<file path="src/rtl/ifid_fetch_stage.sv">
// ifid_fetch_stage: MIPS fetch stage with PC, variable-latency imem handshake, one-entry skid buffer and IF/ID register
module ifid_fetch_stage #(
  parameter logic [31:0] RESET_PC = 32'h0000_0000,
  parameter logic [31:0] NOP = 32'h0000_0000
) (
  input  logic        clk,
  input  logic        rst,
  input  logic        PCWrite,
  input  logic        IFIDWrite,
  input  logic        BranchTaken,
  input  logic [31:0] BranchTarget,
  output logic        imem_req,
  output logic [31:0] imem_addr,
  input  logic        imem_ready,
  input  logic [31:0] imem_rdata,
  output logic [31:0] PC,
  output logic [31:0] IFID_Instr,
  output logic [31:0] IFID_PC4,
  output logic        IFID_Valid
);
  typedef enum logic [1:0] {FETCH, HOLD, DROP} state_t;
  state_t state_q, state_d;
  logic [31:0] pc_q, pc_d, drop_q, drop_d, buf_instr_q, buf_instr_d, buf_pc4_q, buf_pc4_d;
  logic [31:0] instr_q, instr_d, pc4_q, pc4_d;
  logic        valid_q, valid_d;
  logic [31:0] pc_inc;
  logic        adv;
  assign adv = PCWrite & IFIDWrite;
  assign pc_inc = pc_q + 32'd4;
  assign imem_req = state_q != HOLD;
  assign imem_addr = state_q == DROP ? drop_q : pc_q;
  assign PC = pc_q;
  assign IFID_Instr = instr_q;
  assign IFID_PC4 = pc4_q;
  assign IFID_Valid = valid_q;
  always_comb begin
    state_d = state_q;
    pc_d = pc_q;
    drop_d = drop_q;
    buf_instr_d = buf_instr_q;
    buf_pc4_d = buf_pc4_q;
    instr_d = instr_q;
    pc4_d = pc4_q;
    valid_d = valid_q;
    if (BranchTaken) begin
      pc_d = BranchTarget;
      instr_d = NOP;
      pc4_d = '0;
      valid_d = 1'b0;
      buf_instr_d = '0;
      buf_pc4_d = '0;
      state_d = (state_q == FETCH && !imem_ready) ? DROP : (state_q == HOLD ? FETCH : state_q);
      drop_d = (state_q == FETCH && !imem_ready) ? pc_q : drop_q;
    end else if (state_q == FETCH && imem_ready) begin
      if (adv) begin
        instr_d = imem_rdata;
        pc4_d = pc_inc;
        valid_d = 1'b1;
        pc_d = pc_inc;
      end else begin
        buf_instr_d = imem_rdata;
        buf_pc4_d = pc_inc;
        state_d = HOLD;
      end
    end else if (state_q == HOLD) begin
      if (adv) begin
        instr_d = buf_instr_q;
        pc4_d = buf_pc4_q;
        valid_d = 1'b1;
        pc_d = pc_inc;
        state_d = FETCH;
      end
    end else begin
      if (IFIDWrite) begin
        instr_d = NOP;
        pc4_d = '0;
        valid_d = 1'b0;
      end
      if (state_q == DROP && imem_ready) state_d = FETCH;
    end
  end
  always_ff @(posedge clk) begin
    if (rst) begin
      state_q <= FETCH;
      pc_q <= RESET_PC;
      drop_q <= '0;
      buf_instr_q <= '0;
      buf_pc4_q <= '0;
      instr_q <= NOP;
      pc4_q <= '0;
      valid_q <= 1'b0;
    end else begin
      state_q <= state_d;
      pc_q <= pc_d;
      drop_q <= drop_d;
      buf_instr_q <= buf_instr_d;
      buf_pc4_q <= buf_pc4_d;
      instr_q <= instr_d;
      pc4_q <= pc4_d;
      valid_q <= valid_d;
    end
  end
endmodule
</file>
<file path="config.mk">
export PLATFORM = sky130hd
export DESIGN_NAME = ifid_fetch_stage
export DESIGN_NICKNAME = d
export VERILOG_FILES = /design/src/rtl/ifid_fetch_stage.sv
export SDC_FILE = /design/constraint.sdc
export NUM_CORES = 1
export LEC_CHECK = 0
export ABC_AREA = 1
export CAP_MARGIN = 10
export CORE_MARGIN = 5
export CORE_UTILIZATION = 60
export CTS_BUF_LIST = sky130_fd_sc_hd__clkbuf_4
export DETAILED_ROUTE_END_ITERATION = 12
export DONT_BUFFER_PORTS = 1
export GPL_TIMING_DRIVEN = 0
export PLACE_DENSITY = 0.72
export SLEW_MARGIN = 0
export SYNTH_ARGS = -nofsm -noshare
export SYNTH_HDL_FRONTEND = slang
export SYNTH_SLANG_ARGS = --single-unit
export TNS_END_PERCENT = 100
</file>
<file path="constraint.sdc">
create_clock -name clk -period 2.8 [get_ports clk]
set_input_delay 0.84 -clock clk [delete_from_list [all_inputs] [get_ports clk]]
set_output_delay 0.84 -clock clk [all_outputs]
set_load 0.02 [all_outputs]
</file>
---- Yosys cells after proc, flatten, opt, wreduce, memory -nomap -nowiden ----
Index checks and enable logic that the tools add are counted.
word-level totals
  output and inout bits ................... 130
  bits in registers ....................... 195
cells by class
  mux-type cells .......................... 26
  bitwise operators ....................... 2
  reduce and logical (&&, ||, !) cells .... 13
  eq/ne operators ......................... 8
  $add $sub $neg .......................... 1
operators with widths
  operator                                             number
  2-to-1 mux 32 bit                                    14
  adder 32 x 3 -> 32 bit, second input constant        1
  2-to-1 mux 2 bit                                     8
  nonzero test 3 bit                                   2
  2-to-1 mux 1 bit                                     4
  != test 2 bit, second input constant                 2
  != test 4 bit, second input constant                 1
  AND reduction 2 bit                                  2
  AND reduction 4 bit                                  1
  nonzero test 4 bit                                   1
  logical AND 1 bit                                    3
  != test 3 x 1 -> 1 bit, second input constant        1
  != test 3 bit, second input constant                 1
  AND reduction 3 bit                                  1
  equality test 2 x 1 -> 1 bit, second input constant  1
  equality test 2 bit, second input constant           1
  zero test 2 bit                                      1
  != test 2 x 1 -> 1 bit, second input constant        1
  OR reduction 2 bit                                   1
  AND 1 bit                                            1
  zero test 1 bit                                      1
  NOT 1 bit                                            1

---- Depth between registers and ports, before layout ----
  depth after elaboration ................. 6
  depth in mapped cells ................... 11

---- Worst setup path after synthesis ----
No wires, ideal clock.
  kind .................................... register -> output
  start ................................... register state_q[1]
  end ..................................... output port imem_addr[3]
  data required time ...................... 1.960 ns
  cell stages (with the launch flop) ...... 6
  arrival ................................. 1.519 ns
  path slack .............................. 0.441 ns
  buffers on the path ..................... 1
  path through ............................ dfxtp_1 > inv_1 > nor2_1 > inv_1 > clkbuf_1 > o21ai_0
between the ends
  cells in the longest elaborated chain, start to end .. 2
ends and longest elaborated chain
  element                 line  text
  from (decl)             22    state_t state_q, state_d;
  from (signal assigned)  93    state_q <= state_d;
  equality test 2 bit     31    assign imem_addr = state_q == DROP ? drop_q : pc_q;
  2-to-1 mux 32 bit       31
  to (decl)               13    output logic [31:0] imem_addr,
No other way between the ends.

---- Final worst setup path ----
  start ................................... register state_q[1]
  end ..................................... output port imem_addr[26]
Same word-level chain as after synthesis.

==> parameters.txt <==
Parameter                              Value

Place
  Placement-stage worst setup slack    0.0200 ns
  Half-perimeter wire length of the detailed placement result    19,900 µm
  Instance count after placement with tap cells included    1,448
  RD Place Congestion    0.932
  Port Buf Inserts    0
  Placed Area    9050 µm²

Floorplanning
  Placeable core region    14,500 µm²
  Starting density of the core    60.9%
  Vert. Die Dim    131 µm
  I/O pin cnt    200
  Total number of placement rows    44
  Horizontal die dimension    131 µm
  Area of the die    17,200 µm²

Clocking
  Number of sinks handled by clock tree synthesis    195
  CTS Root Cell    sky130_fd_sc_hd__clkbuf_4
  Total of hold buffers inserted after clock tree synthesis    0
  Clock transition at the register clock pins on the worst setup and hold paths after CTS    0.14 ns
  Number of buffers created by CTS    17
  Clock buffer depth    2
  Number of H-tree branching levels    4
  Clock latency at the later pin of the worst-skew pair    0.59 ns
  Clock tree from TritonCTS    built

Power and ir drop
  Total net switching power    2.02 mW
  Sw Share    34.9%
  Maximum vdd ir drop    0.303 mV
  Power share of the clock group    24.8%
  Leakage power    3.75 nW
  P per Cell Area    610 nW/µm²
  Share of power burned in combinational logic    19.7%
  Reg power frac    55.6%
  Cell-internal power    3.78 mW

Timing
  Unrepaired setup endpoints after global routing    yes
  Measured slew at the worst slew-check pin    0.609 ns
  Minimum period implied by the final worst setup slack    2.74 ns
  Highest attainable clock frequency    0.366 GHz
  Setup clock skew after layout    0.0167 ns
  Final Hold Violating Endpoints    0
  Number of failing setup endpoints in the final timing report    0
  Final worst path period share    97.7%
  Max-slew violations    0
  Max transition margin    59.4%
  Fin worst setup slack    0.0640 ns

Detailed routing
  Router iterations before antenna repair    6
  Total number of vias    8,459
  Number of nets with antenna violations after detailed routing    0
  Routed len/inst    18.0 µm
  Detail-routed via count per cell    5.70
  Number of remaining DRC errors    0
  Overall routed net length    26,700 µm
  Iteration-0 DRC count of the detailed router    703

Synth
  Synth Instances    1,264
  Async S/R FF share, synth    0%
  Leading area contributor after synthesis    sky130_fd_sc_hd__dfxtp_1
  Most area-consuming cells after synthesis    sky130_fd_sc_hd__dfxtp_1 44%, sky130_fd_sc_hd__o21ai_0 14%, sky130_fd_sc_hd__a21oi_1 9.8%
  Most instantiated cells after synthesis    245 x sky130_fd_sc_hd__o21ai_0, 221 x sky130_fd_sc_hd__nand2_1, 195 x sky130_fd_sc_hd__dfxtp_1
  Post-synthesis cell type count    30
  Flop and latch count out of synthesis    195
  Most repeated cell in the gate-level netlist after synthesis    sky130_fd_sc_hd__o21ai_0
  Area of the mapped netlist    8820 µm²
  Post-synth net total    1,335
  Average cell area after synthesis    6.98 µm²
  Number of flops mapped to enable cells by yosys    0
  Prevailing post-synth register cell    sky130_fd_sc_hd__dfxtp_1
  Top-area cell type share of the netlist area    44.2%
  Synth Warn #    0
  Part of the Yosys area used for sequential elements    44.2%

Finish
  Area growth from synthesis to final layout    7.79%
  Finished Layout Cells    1,484
  Fraction of final layout cells sized beyond drive strength 1    8.47%
  Layout Cell Area excl Fill    9510 µm²
  Final cell utilization of the core    65.7%
  Final-layout fill cell count    1,364
  Number of nets in the finished design    1,357

Global route
  Initial antenna violation count    1
  Via count of the first global-routing pass    7,842
  Grt total ovfl    0
  Wire length of the first global-routing pass    41,900 µm
  Maximum number of pins on one net before global-route repair    17
  Total global-route track usage    29.8%

Setup path
  Critical path class    reg -> out
  Required time worst endpoint    1.96 ns
  Crit Path Max Fanout    10
  Startpoint Class    register
  Max incr delay on CP    0.39 ns
  Crit path max-delay cell type    sky130_fd_sc_hd__dfxtp_1
  Category of the worst setup path capture point    output port
  Worst Path Arrival    1.90 ns
  Critical path, cell by cell    inv_1 > nor2_4 > clkbuf_4 > nand2_1 > o21ai_1

Job
  Max-cap violations    0

Worst hold path
  Type of the tightest min-delay check    in -> reg

Status
  Run status    complete, no violations
==> power by group through the flow <==
stage	clock network, mW	logic [mW]	registers (mW)
3_3_place_gp	0	1.05	3.28
2_1_floorplan	0	0.793	3.23
6_report	1.44	1.14	3.22
4_1_cts	1.45	1.09	3.22
3_5_place_dp	0	1.06	3.28
5_1_grt	1.55	1.28	3.25
==> per-stage QoR <==
stage | hold slack [ns] | setup TNS, ns | total power [mW]
3_5_place_dp | 0.439 | 0 | 4.35
2_1_floorplan | 0.424 | 0 | 4.02
5_1_grt | 0.284 | -0.0509 | 6.08
3_3_place_gp | 0.432 | 0 | 4.32
6_report | 0.296 | 0 | 5.80
4_1_cts | 0.272 | -0.761 | 5.76
==> layer usage <==
layer | GRT usage [%] | vias up | wire length (µm)
met5 | 0 | - | 0
met4 | 11.5 | 0 | 1050
met3 | 9.94 | 64 | 2580
met2 | 47.5 | 336 | 12300
met1 | 37.5 | 3887 | 10800
li1 | - | 4172 | -
==> cell usage in the layout, fill, tap and decap left out, types with 14 or more instances in the layout <==
master                     instances
sky130_fd_sc_hd__a21oi_1         173
sky130_fd_sc_hd__buf_2            19
sky130_fd_sc_hd__clkbuf_1         50
sky130_fd_sc_hd__clkbuf_4         26
sky130_fd_sc_hd__dfxtp_1         195
sky130_fd_sc_hd__inv_1           112
sky130_fd_sc_hd__nand2_1         221
sky130_fd_sc_hd__nand3_1          26
sky130_fd_sc_hd__nor2_1          125
sky130_fd_sc_hd__o21ai_0         215
sky130_fd_sc_hd__o21ai_2          14
sky130_fd_sc_hd__o21bai_1         22
sky130_fd_sc_hd__xor2_1           14
==> sequential cells by signal, summed over array words and instances (netlist names) <==
| signal | flops |
|---|---|
| IFID_PC4 | 32 |
| state_q | 2 |
| PC | 32 |
| drop_q | 32 |
| buf_pc4_q | 32 |
| IFID_Valid | 1 |
| buf_instr_q | 32 |
| IFID_Instr | 32 |
==> worst max-delay path, delay by kind of cell, from the launching register on <==
kind | cells | cell delay [ns]
and+or+nand+nor | 2 | 0.30
DFF | 1 | 0.39
buffers and inverters | 2 | 0.37
AOI/OAI and AO/OA | 1 | 0.25
==> what timing repair did <==
item                                    in CTS  in global routing
setup buffers                                0                  3
resized for setup                           47                 34
cloned                                       0                  0
pin swaps                                    0                  1
endpoints found under the setup margin      32                 30
==> cell families after synthesis <==
family | count (synthesis) | share of synthesized area [%]
simple gates | 391 | 17.8
compound gates | 458 | 27.0
buf+inv | 204 | 9.30
flops | 195 | 44.2
xor+xnor | 15 | 1.49
fa+ha+maj | 1 | 0.142
==> final timing paths <==
path,start,end,slack [ns],depth (start not counted)
max,state_q[1],imem_addr[26],0.06,5
min,rst,state_q[1],0.30,1
max reg2reg,PC[3],PC[14],0.59,8
min reg2reg,buf_instr_q[21],buf_instr_q[21],0.46,2
==> cell type report <==
type	instances	area [µm²]	share of cell area [%]
multi-input cells	865	4260	44.8
flip-flops and latches	195	3900	41.0
inverters	120	450	4.74
plain buffers	84	388	4.08
well taps	184	230	2.42
clock buffers	23	173	1.82
clock inverters	9	82.6	0.868
repair buffers	3	20.0	0.210
diodes	1	2.50	0.0263
No activity file was read; power rests on OpenSTA's default activity.
